<file path="config.mk">
export PLATFORM = sky130hd
export DESIGN_NAME = multicycle_alu_p
export DESIGN_NICKNAME = d
export VERILOG_FILES = /design/src/rtl/multicycle_alu_p.sv
export SDC_FILE = /design/constraint.sdc
export NUM_CORES = 1
export LEC_CHECK = 0
export CELL_PAD_IN_SITES_DETAIL_PLACEMENT = 0
export CELL_PAD_IN_SITES_GLOBAL_PLACEMENT = 1
export CORE_AREA = 2 2 217 219
export DETAILED_ROUTE_END_ITERATION = 12
export DIE_AREA = 0 0 219 221
export GPL_TIMING_DRIVEN = 0
export PLACE_DENSITY_LB_ADDON = 0.1
export SLEW_MARGIN = 20
export SYNTH_ARGS = -nofsm -noshare
export SYNTH_HDL_FRONTEND = slang
export SYNTH_SLANG_ARGS = --single-unit
</file>
<file path="constraint.sdc">
create_clock -name clk -period 8.1 [get_ports clk]
set_input_delay 1.215 -clock clk [delete_from_list [all_inputs] [get_ports clk]]
set_output_delay 1.215 -clock clk [all_outputs]
set_load 0.02 [all_outputs]
</file>
<file path="src/rtl/multicycle_alu_p.sv">
// Iterative long-latency ALU: shift-add multiply, restoring divide and bitwise logic
// on WIDTH-bit operands, one operation in flight, busy/ready handshake.
module multicycle_alu_p #(
    parameter int WIDTH = 32
) (
    input  logic                 clk,
    input  logic                 rst,
    input  logic                 valid,
    input  logic [2:0]           mode,
    input  logic [WIDTH-1:0]     in_A,
    input  logic [WIDTH-1:0]     in_B,
    output logic                 busy,
    output logic                 ready,
    output logic                 err,
    output logic [2*WIDTH-1:0]   out
);
    localparam int CNT_W = $clog2(WIDTH) + 1;
    localparam logic [CNT_W-1:0] LAST = CNT_W'(WIDTH - 1);

    typedef enum logic [2:0] {IDLE, MUL, DIV, LOGIC, FIX, OUT} state_t;

    typedef struct packed {
        logic [2:0]       mode;
        logic             neg_res;
        logic             neg_rem;
        logic [WIDTH-1:0] a;
        logic [WIDTH-1:0] b;
    } req_t;

    state_t             state;
    req_t               req;
    logic [CNT_W-1:0]   cnt;
    logic [WIDTH-1:0]   opnd;
    logic [2*WIDTH-1:0] prod;
    logic [WIDTH:0]     rem;
    logic [WIDTH-1:0]   quo;

    logic               is_signed;
    logic [WIDTH-1:0]   mag_a, mag_b;
    logic [WIDTH:0]     mul_sum;
    logic [2*WIDTH-1:0] mul_next;
    logic [WIDTH:0]     div_shift;
    logic [WIDTH+1:0]   div_diff;
    logic               div_ok;

    always_comb begin
        is_signed = (mode == 3'd1) || (mode == 3'd3);
        mag_a     = (is_signed && in_A[WIDTH-1]) ? -in_A : in_A;
        mag_b     = (is_signed && in_B[WIDTH-1]) ? -in_B : in_B;
        // opnd holds the multiplicand in MUL and the divisor in DIV
        mul_sum   = {1'b0, prod[2*WIDTH-1:WIDTH]} + {1'b0, opnd};
        mul_next  = prod[0] ? {mul_sum, prod[WIDTH-1:1]} : {1'b0, prod[2*WIDTH-1:1]};
        div_shift = {rem[WIDTH-1:0], quo[WIDTH-1]};
        div_diff  = {1'b0, div_shift} - {2'b00, opnd};
        div_ok    = ~div_diff[WIDTH+1];
    end

    always_ff @(posedge clk) begin
        if (rst) begin
            state <= IDLE;
            req   <= '0;
            cnt   <= '0;
            opnd  <= '0;
            prod  <= '0;
            rem   <= '0;
            quo   <= '0;
            busy  <= 1'b0;
            ready <= 1'b0;
            err   <= 1'b0;
            out   <= '0;
        end else begin
            case (state)
                IDLE: begin
                    if (valid) begin
                        req.mode    <= mode;
                        req.neg_res <= is_signed & (in_A[WIDTH-1] ^ in_B[WIDTH-1]);
                        req.neg_rem <= (mode == 3'd3) & in_A[WIDTH-1];
                        req.a       <= in_A;
                        req.b       <= in_B;
                        busy        <= 1'b1;
                        cnt         <= '0;
                        case (mode)
                            3'd0, 3'd1: begin
                                opnd  <= mag_a;
                                prod  <= {{WIDTH{1'b0}}, mag_b};
                                state <= MUL;
                            end
                            3'd2, 3'd3: begin
                                if (in_B != '0) begin
                                    opnd  <= mag_b;
                                    rem   <= '0;
                                    quo   <= mag_a;
                                    state <= DIV;
                                end else begin
                                    state <= LOGIC;
                                end
                            end
                            default: state <= LOGIC;
                        endcase
                    end
                end
                MUL: begin
                    prod <= mul_next;
                    cnt  <= cnt + CNT_W'(1);
                    if (cnt == LAST) begin
                        cnt   <= '0;
                        state <= FIX;
                    end
                end
                DIV: begin
                    rem <= div_ok ? div_diff[WIDTH:0] : div_shift;
                    quo <= {quo[WIDTH-2:0], div_ok};
                    cnt <= cnt + CNT_W'(1);
                    if (cnt == LAST) begin
                        cnt   <= '0;
                        state <= FIX;
                    end
                end
                FIX: begin
                    if (req.mode == 3'd0 || req.mode == 3'd1) begin
                        out <= req.neg_res ? -prod : prod;
                    end else begin
                        out <= {(req.neg_rem ? -rem[WIDTH-1:0] : rem[WIDTH-1:0]),
                                (req.neg_res ? -quo : quo)};
                    end
                    err   <= 1'b0;
                    ready <= 1'b1;
                    state <= OUT;
                end
                LOGIC: begin
                    case (req.mode)
                        3'd4: begin out <= {{WIDTH{1'b0}}, req.a & req.b}; err <= 1'b0; end
                        3'd5: begin out <= {{WIDTH{1'b0}}, req.a | req.b}; err <= 1'b0; end
                        3'd6: begin out <= {{WIDTH{1'b0}}, req.a ^ req.b}; err <= 1'b0; end
                        // only divide-by-zero reaches here with a divide mode
                        3'd2, 3'd3: begin out <= {req.a, {WIDTH{1'b1}}}; err <= 1'b1; end
                        default: begin out <= '0; err <= 1'b1; end
                    endcase
                    ready <= 1'b1;
                    state <= OUT;
                end
                OUT: begin
                    ready <= 1'b0;
                    busy  <= 1'b0;
                    state <= IDLE;
                end
                default: state <= IDLE;
            endcase
        end
    end
endmodule

</file>
==> results.yml <==
synth:
  synth_adder_area_share_pct: 7.68
  synth_seq_area_share_pct: 27.3
  post_synth_inst_count: 3037
  synth_simple_gate_area_share_pct: 20.0
  syn_std_cell_area_um2: 22400
  synth_flop_cell: "dfxtp_1"
  ys.warnings.count: 0
  synth_top_family_by_area: "compound AO/OA/AOI/OAI gates"
  synth_most_common_cell: "nand2_1"
  netlist_top_cells_area: "dfxtp_1 (27%), ha_1 (7.5%), a21oi_1 (7.3%)"
  seq_cells_post_synth: 305
  synth_area_leader_cell: "dfxtp_1"
  post_syn_area_per_cell_um2: 7.36
  syn-num-nets: 3243
  synth.mux.area_fraction_pct: 2.33
  synth-edff-count: 0
  yosys.area_share.xor_xnor_pct: 7.95
  yosys-top-cells-count: "nand2_1 (331), a21oi_1 (326), nor2_1 (323)"
  distinct_cells_synth: 83
  synth_compound_area_share_pct: 28.1
  yosys.area.top_type_share_pct: 27.3
  ys_async_sr_fraction_pct: 0
cts:
  clkSinkCount: 305
  postCtsSetupBuffers: 0
  tritoncts_clock_tree: "built"
  clockRootBuffer: "clkbuf_16"
  htree_levels: 2
  cts_repair_resize_count: 0
  path_clk_slew_ns: 0.06
  clock_insertion_delay_worst_skew_ns: 0.57
  tritoncts.num_buffers: 38
  cts.path.max_buffers: 3
  cts_hold_repair.buffers: 0
detailed_routing:
  initial_drt_markers: 3840
  ant_nets: 0
  wirelength_per_cell_um: 27.7
  drt_pre_antenna_iters: 7
  vias_per_cell: 6.58
  topRoutingLayerUsed: "met5"
  dr_wl_met2_mm: 42.1
  routed-via-count: 25286
  route.detailed.drc: 0
  drt-total-wl_mm: 107
  met3_wirelength_mm: 13.7
  wl_met1_mm: 43.4
placed_design:
  globalplace.congestion: 1.05
  dp_cells: 3777
  dpl.hpwl_mm: 85.8
  port_buffers: 133
final_layout:
  insertedDiodeCount: 0
  share_of_post_route_cells_with_drive_strength_above_1_pct: 4.08
  fill_cells: 4484
  finalNetCount: 3416
  finish.cell_count_without_fillers: 3845
  area.growth.synth_to_final_pct: 15.5
  multiInputGateArea_um2: 14800
  final-seq-area_um2: 6110
floorplan:
  top_level_ports: 137
  chipHeight_um: 221
  starting_utilization_of_the_core_area_pct: 48.5
  placementRows: 79
  die_width_um: 219
  dieArea_um2: 48400
  core_region_area_um2: 46100
power_and_ir_drop:
  power_density_nw_per_um2: 237
  p_leak_nw: 9.75
  peakVddDrop_v: 0.000287
global_route:
  global_router_s_overall_resource_usage_pct: 42.7
  grt_first_pass_wirelength_mm: 152
  grt_start_max_net_pins: 13
  grt_overflow: 0
  number_of_antenna_violations_at_the_first_check_in_global_routing: 5
  first_global_vias: 22631
critical_path:
  critical_path_peak_fanout: 7
  critical_path.endpoint_type: "register"
  criticalPathCategory: "input port to register"
  critical_path.top_delay_family: "simple AND/OR/NAND/NOR gates"
  critPathRequiredTime_ns: 8.50
  crit_path_start_kind: "input port"
  timing.critical_path.buf_inv: 1
  cp_common_cell: "a211oi_1"
  crit_path_cell_trace: "clkdlybuf4s50_1 > nor4_1 > nand3_1 > nor3_1 > nand4b_1 > a21bo_2 > nor2_1 > a211oi_1 > a211oi_1"
  timing.critical_path.slowest_stage_cell: "nor3_1"
  cp.arrival_ns: 5.65
  slowest_delay_ns: 1.03
timing:
  fin_crit_sh_pct: 64.8
  worstMarginPinSlew_ns: 1.23
  setup_violations: 0
  final.setup.tns_ns: 0
  fin_worst_skew_ns: 0.0205
  finalMaxSlewViolations: 0
  clock.fmax_mhz: 191
  hold_viol: 0
  max-slew-margin-rel_pct: 18.2
  rsz0062_at_grt: "no"
  post-route-min-period_ns: 5.25
outcome:
  outcome: "finished, final reports clean"
min_path:
  hold_class: "register to register"
run:
  max_capacitance_violation_count: 0
## worst register-to-register path: stages, from the launching register on
cell,delay [ns]
dfxtp_1,0.46
inv_1,0.12
clkbuf_1,0.55
ha_1,0.40
and4_1,0.54
nand4_1,0.54
nor3_1,0.46
mux2i_1,0.23
o221ai_1,0.13
a211oi_1,0.83
nor3_1,0.11
## state kept, by name, summed over array words and instances, names as in the netlist
register  count
busy          1
cnt           6
err           1
opnd         32
out          64
prod         64
quo          32
ready         1
rem          32
req          69
state         3
## stage by stage
stage | hold WS, ns | power, mW | utilization, % | worst slack, ns | instance area [µm²]
floorplan | 0.449 | 3.31 | - | 4.44 | 22400
global placement | 0.462 | 4.09 | 53.1 | 2.63 | 24400
detailed placement | 0.469 | 4.13 | 53.1 | 2.66 | 24500
CTS | 0.481 | 6.01 | 56.0 | 3.22 | 25800
global route | 0.496 | 6.34 | 56.1 | 2.88 | 25800
finish | 0.476 | 6.13 | 56.1 | 2.85 | 25800
## layout by cell type, fill, tap and decap left out, drive strengths merged, types with 9 or more instances in the layout
master / n
nor2: 323
o31ai: 43
nand4: 22
o21a: 14
ha: 134
xnor2: 101
nand2b: 13
nor4: 26
a31oi: 26
o221ai: 15
nand3b: 10
a211oi: 73
o21ai: 189
clkdlybuf4s50: 133
or3: 23
o22ai: 26
a221oi: 20
a21oi: 326
a22oi: 88
nand2: 331
buf: 33
a21o: 35
xor2: 102
clkbuf: 226
nor3: 80
o21bai: 10
nor3b: 9
and2: 20
mux2i: 37
o41ai: 23
inv: 179
or2: 12
nor2b: 18
o211ai: 27
or4: 29
dfxtp: 305
nand3: 34
## metal layers
layer / vias up / track usage, %
li1: 11221 / -
met1: 12009 / 59.0
met2: 1716 / 59.5
met3: 332 / 11.5
met4: 8 / 24.2
met5: - / 0
## final cells by class
| class | instances | area share [%] |
|---|---|---|
| Clock buffer | 51 | 4.22 |
| Tap cell | 607 | 2.94 |
| Inverter | 177 | 2.57 |
| Buffer | 208 | 3.21 |
| Multi-Input combinational cell | 2347 | 57.2 |
| Clock inverter | 17 | 1.06 |
| Sequential cell | 305 | 23.6 |
| Timing Repair Buffer | 133 | 5.16 |
## final timing paths
| kind | from | endpoint | slack (ns) | cells past startpoint |
|---|---|---|---|---|
| setup / recovery | in_A[2] | quo[31] | 2.85 | 9 |
| hold / removal | out[19] | out[19] | 0.48 | 2 |
| setup reg to reg | prod[0] | out[44] | 3.58 | 10 |
| hold reg to reg | out[19] | out[19] | 0.48 | 2 |
## report_power, final
part           switching (mW)  total, mW  internal (mW)
Combinational            1.59       2.41          0.821
Sequential              0.190       1.81           1.62
Clock                   0.733       1.90           1.17
Total                    2.51       6.13           3.62
## kinds of logic (layout without fill, tap and decap cells)
family	Yosys count	in the layout
AOI/OAI and AO/OA	990	990
and+or+nand+nor	971	971
buffers and inverters	385	586
DFF	305	305
xor gates and xnor gates	203	203
adders and majority gates	136	136
muxes	47	47
Power figures use the tool's default switching activity.
